### config.mk
export PLATFORM = sky130hd
export DESIGN_NAME = pc_tx_word_serialiser
export DESIGN_NICKNAME = d
export VERILOG_FILES = /design/src/rtl/pc_tx_word_serialiser.sv
export SDC_FILE = /design/constraint.sdc
export NUM_CORES = 1
export LEC_CHECK = 0
export ABC_AREA = 1
export ABC_CLOCK_PERIOD_IN_PS = 6560
export CORE_MARGIN = 4
export CORE_UTILIZATION = 53
export DETAILED_ROUTE_END_ITERATION = 7
export GPL_ROUTABILITY_DRIVEN = 1
export PLACE_DENSITY = 0.79
export SYNTH_ARGS = -nofsm -noshare
export SYNTH_HDL_FRONTEND = slang
export SYNTH_SLANG_ARGS = --single-unit
export TNS_END_PERCENT = 5
### constraint.sdc
create_clock -name i_clock -period 6.56 [get_ports i_clock]
set_clock_uncertainty 0.2 [all_clocks]
set_input_delay 0.984 -clock i_clock [delete_from_list [all_inputs] [get_ports i_clock]]
set_output_delay 0.984 -clock i_clock [all_outputs]
set_load 0.1 [all_outputs]
### src/rtl/pc_tx_word_serialiser.sv
// Word FIFO feeding a byte serialiser: buffers 32-bit router words and launches
// them MSB first, one byte at a time, through a start/active UART handshake.
module pc_tx_word_serialiser #(
    parameter int FIFO_DEPTH = 4,
    parameter int CW         = $clog2(FIFO_DEPTH) + 1
) (
    input  logic          i_clock,
    input  logic          i_reset,
    input  logic [31:0]   i_word,
    input  logic          i_word_valid,
    output logic          o_busy,
    output logic [CW-1:0] o_fifo_count,
    output logic          o_overflow,
    output logic [7:0]    o_tx_byte,
    output logic          o_tx_byte_start,
    input  logic          i_tx_active,
    output logic          o_idle,
    output logic [15:0]   o_words_sent
);
    localparam int            PW         = $clog2(FIFO_DEPTH);
    localparam logic [CW-1:0] FULL_COUNT = CW'(FIFO_DEPTH);

    typedef enum logic [1:0] {
        IDLE      = 2'd0,
        SEND      = 2'd1,
        WAIT_ACK  = 2'd2,
        WAIT_DONE = 2'd3
    } state_t;

    state_t        state_q, state_d;
    logic [31:0]   mem_q [FIFO_DEPTH];
    logic [PW-1:0] head_q, head_d;
    logic [PW-1:0] tail_q, tail_d;
    logic [CW-1:0] count_q, count_d;
    logic          overflow_q, overflow_d;
    logic [31:0]   shift_q, shift_d;
    logic [1:0]    byte_idx_q, byte_idx_d;
    logic [7:0]    tx_byte_q, tx_byte_d;
    logic          start_q, start_d;
    logic [15:0]   words_sent_q, words_sent_d;

    logic full;
    logic push_ok;
    logic pop;

    assign full    = (count_q == FULL_COUNT);
    assign push_ok = i_word_valid && !full;
    assign pop     = (state_q == IDLE) && (count_q != '0);

    // A write that meets a full FIFO is lost even if a pop frees a slot on the same edge.
    always_comb begin
        tail_d     = tail_q;
        count_d    = count_q;
        overflow_d = overflow_q;

        if (i_word_valid && full) begin
            overflow_d = 1'b1;
        end
        if (push_ok) begin
            tail_d = tail_q + PW'(1);
        end
        case ({push_ok, pop})
            2'b10:   count_d = count_q + CW'(1);
            2'b01:   count_d = count_q - CW'(1);
            default: count_d = count_q;
        endcase
    end

    always_comb begin
        state_d      = state_q;
        head_d       = head_q;
        shift_d      = shift_q;
        byte_idx_d   = byte_idx_q;
        tx_byte_d    = tx_byte_q;
        start_d      = 1'b0;
        words_sent_d = words_sent_q;

        case (state_q)
            IDLE: begin
                if (pop) begin
                    shift_d    = mem_q[head_q];
                    head_d     = head_q + PW'(1);
                    byte_idx_d = 2'd0;
                    state_d    = SEND;
                end
            end
            SEND: begin
                if (!i_tx_active) begin
                    tx_byte_d = shift_q[31:24];
                    start_d   = 1'b1;
                    state_d   = WAIT_ACK;
                end
            end
            WAIT_ACK: begin
                // No timeout: a silent transmitter holds the block here.
                if (i_tx_active) begin
                    state_d = WAIT_DONE;
                end
            end
            WAIT_DONE: begin
                if (!i_tx_active) begin
                    if (byte_idx_q == 2'd3) begin
                        words_sent_d = words_sent_q + 16'd1;
                        state_d      = IDLE;
                    end else begin
                        shift_d    = {shift_q[23:0], 8'h00};
                        byte_idx_d = byte_idx_q + 2'd1;
                        state_d    = SEND;
                    end
                end
            end
            default: state_d = IDLE;
        endcase
    end

    always_ff @(posedge i_clock or posedge i_reset) begin
        if (i_reset) begin
            state_q      <= IDLE;
            head_q       <= '0;
            tail_q       <= '0;
            count_q      <= '0;
            overflow_q   <= 1'b0;
            shift_q      <= '0;
            byte_idx_q   <= 2'd0;
            tx_byte_q    <= 8'h00;
            start_q      <= 1'b0;
            words_sent_q <= 16'd0;
            for (int i = 0; i < FIFO_DEPTH; i++) begin
                mem_q[i] <= '0;
            end
        end else begin
            state_q      <= state_d;
            head_q       <= head_d;
            tail_q       <= tail_d;
            count_q      <= count_d;
            overflow_q   <= overflow_d;
            shift_q      <= shift_d;
            byte_idx_q   <= byte_idx_d;
            tx_byte_q    <= tx_byte_d;
            start_q      <= start_d;
            words_sent_q <= words_sent_d;
            if (push_ok) begin
                mem_q[tail_q] <= i_word;
            end
        end
    end

    assign o_busy          = full;
    assign o_fifo_count    = count_q;
    assign o_overflow      = overflow_q;
    assign o_tx_byte       = tx_byte_q;
    assign o_tx_byte_start = start_q;
    assign o_idle          = (state_q == IDLE) && (count_q == '0);
    assign o_words_sent    = words_sent_q;

endmodule

### After elaboration in Yosys (flattened, before gate mapping)

Index checks and enable logic that the tools add are counted.

* register bits: 197
* latch bits: 0
* bits in writable memories: 0
* memory bits (read-only): 0
* bits of input ports: 36
* logic and storage cells: 77
* memories kept: 0

* add/sub/neg operators: 6
* multipliers: 0
* divide/modulo/power cells: 0
* magnitude comparators: 3
* equality and inequality tests: 12
* shift operators: 0
* muxes and demuxes: 23
* bitwise logic cells: 3
* reduce and logical (&&, ||, !) cells: 16

Operator list (number)
* $mux W32: 6
* $bwmux W128: 1
* $bmux W32 S2: 1
* $demux W32 S2: 1
* $pmux W32 S2: 1
* $add A16 B1 Y16 const B: 1
* $mux W2: 7
* $ne A2 B2 Y1 const B: 5
* $eq A2 B2 Y1 const B: 4
* $pmux W2 S4: 1
* $reduce_and A4 Y1: 2
* $add A2 B1 Y2 const B: 3
* $ge A3 B3 Y1 const B: 2
* $not A2 Y3: 2
* $pmux W3 S2: 1
* $logic_and A1 B1 Y1: 5
* $eq A2 B1 Y1 const B: 2
* $pmux W2 S2: 1
* $reduce_and A2 Y1: 2
* $reduce_bool A2 Y1: 2
* $add A3 B1 Y3 const B: 1
* $eq A3 B3 Y1 const B: 1
* $logic_not A3 Y1: 1
* $lt A3 B1 Y1 const B: 1
* other kinds (7): 9

### Logic depth before layout (Yosys ltp)

Gate-level depths: netlist of the first run.

* depth after elaboration: 6
* gate-level depth with buffers: 11
* depth with buffers taken out: 10

### Least setup slack after synthesis of the first run

Ideal clock, no wire load.

* path kind: register to output
* start point: reg count_q[2], in the netlist o_fifo_count[2]
* end point: out o_busy
* arrival: 1.802 ns
* required time: 5.376 ns
* path slack: 3.574 ns
* cell stages (with the launch flop): 3
* buffers on the path: 0
* path through: dfrtp_1 nand3_4 inv_1

* cells in the longest elaborated chain, start to end: 1

RTL lines
* start: declaration: line 34 `logic [CW-1:0] count_q, count_d;`
* start signal: assignment: line 135 `count_q <= count_d;`
* $eq A3 B3 Y1: line 46 `assign full = (count_q == FULL_COUNT);`
* end: declaration: line 11 `output logic o_busy,`

Every way passes these cells.

### Worst setup path in the final report of the first run

* start point: reg state_q[0]
* end point: out o_idle

* cells in the longest elaborated chain, start to end: 2

RTL lines
* start: declaration: line 30 `state_t state_q, state_d;`
* start signal: assignment: line 132 `state_q <= state_d;`
* $logic_not A2 Y1: line 153 `assign o_idle = (state_q == IDLE) && (count_q == '0);`
* $logic_and A1 B1 Y1: line 153
* end: declaration: line 17 `output logic o_idle,`

Every way passes these cells.

==> results of run 1 <==
per-stage QoR:
stage               instances  hold WS, ns  util (%)  instance area (um2)  power (W)
global placement         1451       0.2431     56.91                10190   0.004456
floorplan                1220       0.2417         -                 9638   0.003996
CTS                      1483       0.2748     60.18                10770   0.005601
detailed placement       1451       0.2582     56.91                10190   0.004549
finish                   1483       0.2670     60.18                10770   0.005594
global route             1483       0.2928     60.18                10770   0.006030
worst register-to-register path, cell delays in order (launching register included):
cell,delay [ns]
dfrtp_1,0.41
inv_2,0.12
nand3_4,0.11
nand2_8,0.62
ha_1,0.30
inv_1,0.08
fa_1,0.39
a21oi_1,0.15
o21ai_0,0.12
xor2_1,0.15
cell families after synthesis:
kind of cell | Yosys count | share of synthesized area [%]
flip-flops | 197 | 51.15
buffers and inverters | 108 | 6.205
adder cells (fa/ha/maj) | 12 | 1.636
AND/OR/NAND/NOR | 736 | 31.34
XOR/XNOR | 14 | 1.272
AO/OA/AOI/OAI | 153 | 8.399
cell type report:
class / count / area, um2
multi-input combinational: 915 / 4110
inverter: 37 / 146.4
fill: 1611 / 7128
sequential: 197 / 4931
tap: 229 / 286.5
clock buffer: 20 / 456.7
timing repair buffer: 73 / 713.2
clock inverter: 12 / 130.1
flip-flops by register name (all words and copies together), names as in the netlist:
name,count
tail_q,2
head_q,2
o_overflow,1
state_q,2
o_tx_byte,8
mem_q,128
shift_q,32
o_words_sent,16
byte_idx_q,2
o_fifo_count,3
o_tx_byte_start,1
placed cells by master, fill, tap and decap left out:
cell,n
xor2_1,7
clkbuf_1,1
a21oi_1,18
dfrtp_2,1
o21ai_1,66
nand2_1,603
inv_1,27
clkbuf_8,2
nor2_2,2
bufinv_16,2
clkinv_2,4
nand3b_1,3
xnor2_1,7
clkbuf_16,17
nand4_1,4
clkinv_4,4
nor3_1,1
a21o_1,1
nand2_2,6
inv_2,9
nand3_4,2
inv_8,1
nor2_1,17
fa_1,1
nand2_4,1
o21ai_2,11
nand2_8,1
o21ai_0,57
nand3_1,89
clkinvlp_4,2
ha_1,11
buf_4,7
dfrtp_1,196
clkdlybuf4s50_1,66
nor2_4,7
layer usage:
metal,vias to the layer above,GRT usage (%),wire length (um)
met4,0,8.554,520
met1,3765,32.64,10070
li1,3904,-,-
met2,272,39.42,11270
met5,-,0,0
met3,46,3.717,1462
power by group through the flow:
stage / combinational [W] / sequential, W / clock, W
floorplan: 0.00179 / 0.00220 / 0
global placement: 0.00246 / 0.00199 / 0
detailed placement: 0.00253 / 0.00202 / 0
CTS: 0.00256 / 0.00200 / 0.00105
global route: 0.00287 / 0.00206 / 0.00110
finish: 0.00256 / 0.00200 / 0.00104
how the worst min path moves through the flow:
stage / from / to / slack (ns)
detailed placement: shift_q[17] / shift_q[17] / 0.26
global route: shift_q[23] / shift_q[23] / 0.29
finish: o_tx_byte[2] / o_tx_byte[2] / 0.27
global placement: o_overflow / o_overflow / 0.24
floorplan: shift_q[10] / shift_q[10] / 0.24
CTS: o_tx_byte[2] / o_tx_byte[2] / 0.27
==> summary.txt, run 1 <==
Outcome
  – Status: complete, no violations

Worst setup path
  – Crit-path max FO: 5
  – Crit start category: register
  – Origin of the critical flop-to-flop path: o_fifo_count[1]
  – Most frequent CP cell: inv_1
  – Crit path max-delay family: buffers and inverters
  – Worst reg2reg path endpoint: o_fifo_count[2]
  – Critical-path cell list: inv_1 -> ha_1 -> nand4_1 -> inv_1 -> clkdlybuf4s50_1
  – Crit path depth: 5
  – Crit. End Element: output pin
  – CP max-delay cell: clkdlybuf4s50_1
  – Crit path to: o_idle
  – Critical path origin: state_q[0]
  – Worst R2R Setup Slack: about 3.8 ns
  – Critical Path RT: between 5 and 6 ns
  – Reg2Reg Depth: 9
  – WP data arrival: between 2 and 3 ns
  – Crit Path Class: register to output pin
  – CP peak stage delay: 1.12 ns
  – WP buf/inv: 3

Synth
  – Synth cell count leaders: nand2_1, dfrtp_1, nand3_1
  – Post-synth EDFFs: 0
  – Synth Register Bits: 197
  – Synth Flop Type: dfrtp_1
  – Most frequent cell after synthesis: nand2_1
  – Top-area cell type share of the netlist area: approximately half
  – Synth cell types: 30
  – Asr flop ratio synth: 100.0%
  – Cells after Synth: 1,220
  – Area leader, netlist: dfrtp_1
  – Yosys warning total: 0
  – Synthesized area: approximately 9600 um2
  – Post-Syn Area per Cell: about 7.9 um2
  – Mapped Nets: 1,268
  – Register area share after synthesis: about half
  – Top cells by area, synth: dfrtp_1, nand2_1, nand3_1, o21ai_1, o21ai_0

Timing
  – Pins Over Slew Limit: 0
  – Worst Tran Pin Value: 1.069 ns
  – Slew Limit Headroom: 28.77%
  – Period Utilization, post-route: 58.44%
  – Fin worst setup slack: 2.726 ns
  – Final Hold Vio Count: 0
  – Tmin final: around 3.8 ns
  – RSZ-0062 raised after global routing: false
  – Final setup violating endpoints: 0
  – Highest Clock Rate: approximately 0.26 GHz
  – Setup TNS: 0 ns

Floorplanning
  – Ports: 67
  – Die Ht: 142.9 um
  – Total Die Area: 20,410 um2
  – Initial core utilization: 53.84%
  – Die extent in x: between 100 and 150 um
  – Site Rows: a little under 50
  – Core Footprint: approximately 18,000 um2

Clock network
  – Root Buffer: clkbuf_16
  – Hold_buf cts: 0
  – Clock sinks: 197
  – Worst-Skew Late Latency: 0.44 ns
  – CTS tree: built
  – CTS Buffer Depth: 2
  – Post-cts gate resize count: 0
  – Clock slew seen by the registers of the worst setup and hold paths: 0.07 ns
  – Cts bufs inserted: 17
  – H-tree Lvls: 4
  – Postcts setup bufs: 0

Place
  – Worst slack, placed: ~2.9 ns
  – # port buffers: between 60 and 70
  – Dpl hpwl: 13,100 um
  – Final GP Congestion: 0.7989

Power and ir drop
  – Cell Pwr Density: 519.2 nW/um2
  – VDD IR-drop max: 0.3206 mV
  – Seq pwr share: between 30% and 40%
  – Comb power frac: 45.7%
  – Pint: 0.003031 W
  – Switching pwr: about 0.0026 W
  – Sw frac: 45.82%
  – Clock power share: between 15 and 20%
  – Static Leak: about 5.4 nW

Hold path
  – Hold path depth: 2
  – Hold WC Path Type: register to register

Drt
  – DRT Wirelength: roughly 23,000 um
  – # DRC: 0
  – Initial drt markers: 732
  – Via Count: 7,987
  – Length of the first detailed-routing pass in iterations: 5
  – Vias per cell: roughly 5.4
  – Per-cell routed wire length: between 15 and 20 um
  – Routed Antenna Nets: 0

Global routing
  – Total grt overflow: 0
  – First-pass GRT wire length: roughly 39,000 um
  – Initial antenna violation count: 0
  – Gr usage total: 24.01%
  – Vias in the first global route: roughly 7,900
  – Pin count of the biggest net entering global routing: between 100 and 150

Finish
  – Nets: between 1,000 and 1,500
  – Layout cell share with drive strength beyond 1: between 6 and 7%
  – Ant diodes: 0
  – Layout area overhead: 11.79%

Run
  – MaxCap Viol Count: 0
Note: power is estimated with default switching activity, not from simulation.
==> inputs of run 2 (changes only) <==
Settings changed: ABC_CLOCK_PERIOD_IN_PS 6560 to 3500.
Clock period 6.56 ns to 3.5 ns, I/O delays scaled along.
==> run 2 against run 1 <==
  * Die area stayed put
  * Final cell count is 0.74% higher
  * Sequential power is 88% higher
  * Critical endpoint is now o_words_sent[12]
  * Largest power group unchanged
==> summary.txt, run 2 (synthesis gave the netlist of run 1 again) <==
Hold path
  – Hold path depth: 1 (-1)
  – Hold WC Path Type: register to register

Power and ir drop
  – Cell Pwr Density: 975.4 nW/um2 (+88%)
  – Sw frac: 45.63% (-0.19 points)
  – Comb power frac: 45.6% (about the same)
  – Switching pwr: 0.004849 W (+89%)
  – Seq pwr share: 35.3% (-0.5 points)
  – VDD IR-drop max: 0.5087 mV (+59%)
  – Final Power: 0.01063 W (+90%)
  – Static Leak: 5.476 nW (+1.6%)
  – Pint: 0.005778 W (+91%)
  – Clock power share: 19.1% (+0.6 points)

Worst setup path
  – Crit-path max FO: 4 (-1)
  – CP max-delay cell: clkdlybuf4s50_1
  – Crit Path Class: register to output pin
  – Reg2Reg Depth: 10 (+1)
  – Crit. End Element: output pin
  – Worst R2R Setup Slack: 1.20 ns (-2.60 ns)
  – Critical Path RT: 2.77 ns (-2.61 ns)
  – Crit path max-delay family: buffers and inverters
  – WP data arrival: 2.02 ns (-0.63 ns)
  – WP buf/inv: 1 (-2)
  – Critical-path cell list: clkdlybuf4s50_1
  – Crit start category: register
  – Crit path depth: 1 (-4)
  – CP peak stage delay: 1.16 ns (+0.04 ns)

Floorplanning
  – Die Ht: 142.9 um (unchanged)
  – Ports: 67 (unchanged)
  – Die extent in x: 142.9 um (unchanged)
  – Initial core utilization: 53.84% (unchanged)
  – Site Rows: 49 (unchanged)
  – Core Footprint: 17,900 um2 (unchanged)
  – Total Die Area: 20,410 um2 (unchanged)

Drt
  – # DRC: 0 (unchanged)
  – Vias per cell: 5.388 (about the same)
  – Per-cell routed wire length: 15.67 um (-0.34%)
  – Routed Antenna Nets: 0 (unchanged)
  – DRT Wirelength: 23,420 um (+0.40%)
  – Via Count: 8,049 (+0.78%)
  – Length of the first detailed-routing pass in iterations: 5 (unchanged)
  – Initial drt markers: 800 (+9.3%)

Global routing
  – Gr usage total: 23.58% (-0.43 points)
  – Vias in the first global route: 7,744 (-1.6%)
  – First-pass GRT wire length: 38,620 um (-1.6%)
  – Total grt overflow: 0 (unchanged)
  – Initial antenna violation count: 0 (unchanged)
  – Pin count of the biggest net entering global routing: 127 (-14%)

Run
  – MaxCap Viol Count: 0 (unchanged)

Finish
  – Nets: 1,300 (+0.85%)
  – FF/Latch Area: 4931 um2 (unchanged)
  – Layout area overhead: 13.05%
  – Layout cell share with drive strength beyond 1: 7.905% (+1.6 points)
  – Post-Layout Cell Count: 1,494 (+0.74%)
  – Most frequent cells in the layout: nand2_1, dfrtp_1, nand3_1
  – Most common cell after layout, fill and taps aside: nand2_1
  – Largest register FFs: 128 (unchanged)
  – Ant diodes: 0 (unchanged)
  – Multi-input combinational cell area: 4110 um2 (unchanged)
  – Fillers: 1,590 (-1.3%)
  – Register with the most flip-flops: mem_q

Timing
  – Final Hold Vio Count: 0 (unchanged)
  – Pins Over Slew Limit: 0 (unchanged)
  – Period Utilization, post-route: roughly four fifths
  – RSZ-0062 raised after global routing: false
  – Setup TNS: 0 ns (unchanged)
  – Highest Clock Rate: between 0.3 and 0.4 GHz
  – Tmin final: approximately 2.7 ns
  – Worst Tran Pin Value: 1.053 ns (-0.01582 ns)
  – Slew Limit Headroom: 29.74% (+0.98 points)
  – Final setup violating endpoints: 0 (unchanged)

Clock network
  – CTS tree: built
  – Worst-Skew Late Latency: 0.44 ns (about the same)
  – Postcts setup bufs: 0 (unchanged)
  – H-tree Lvls: 4 (unchanged)
  – CTS Buffer Depth: 2 (unchanged)
  – Post-cts gate resize count: 0 (unchanged)
  – Clock slew seen by the registers of the worst setup and hold paths: 0.07 ns (about the same)
  – Clock sinks: 197 (unchanged)
  – Hold_buf cts: 0 (unchanged)
  – Cts bufs inserted: 17 (unchanged)
  – Root Buffer: clkbuf_16

Outcome
  – Status: complete, no violations

Place
  – # port buffers: 66 (unchanged)
  – Placed cell count: 1,462 (+0.76%)
  – Dpl hpwl: 13,890 um (+6.1%)
  – Final GP Congestion: 0.8157 (+2.1%)
[run 2: changes by cell type in the layout (fill, tap and decap cells not counted), sizes merged]
cell,change
inv,+3
buf,+21
clkdlybuf4s50,-10
clkinv,-4
clkinvlp,+2
clkbuf,-2
bufinv,+1
[run 2: area by class of cell]
| type | count | area share, % |
|---|---|---|
| flip-flops and latches | 197 | 45.26 |
| repair buffers | 84 | 7.533 |
| clock inverters | 14 | 1.608 |
| well taps | 229 | 2.630 |
| clock buffers | 18 | 3.939 |
| multi-input cells | 915 | 37.72 |
| inverters | 37 | 1.309 |
[run 2: path summary, 6_finish.rpt]
check / endpoint / start
worst max-delay path: o_words_sent[12] / o_words_sent[12]
worst min-delay path: o_overflow / o_overflow
min in group asynchronous: o_tx_byte[2] / i_reset
max in group asynchronous: mem_q[57] / i_reset
worst min register to register: o_overflow / o_overflow
worst max register to register: o_fifo_count[2] / state_q[0]
[run 2: per-stage QoR]
step | utilization, % | area [um2] | hold slack, ns | setup slack, ns
2_1_floorplan | - | 9642 | 0.2417 | 0.2286
3_3_place_gp | 57.49 | 10290 | 0.2452 | 0.9241
3_5_place_dp | 57.49 | 10290 | 0.2566 | 0.9277
4_1_cts | 60.86 | 10900 | 0.2685 | 0.7376
5_1_grt | 60.86 | 10900 | 0.2910 | 0.6964
6_report | 60.86 | 10900 | 0.2633 | 0.7509
[run 2: power groups by stage]
stage                     Sequential (W)  Combinational, W  Clock [W]
after global placement           0.00374           0.00469          0
after global routing             0.00387           0.00540    0.00214
after floorplan                  0.00413           0.00336          0
after CTS                        0.00375           0.00484    0.00204
final                            0.00376           0.00484    0.00203
after detailed placement         0.00379           0.00480          0
[run 2: layer usage]
metal  vias to the layer above  track usage [%]  wire [um]
met2                       229            39.96      11680
met4                         0            7.754        436
met1                      3849            31.00      10020
met5                         -                0          0
li1                       3935                -          -
met3                        36            4.019       1284
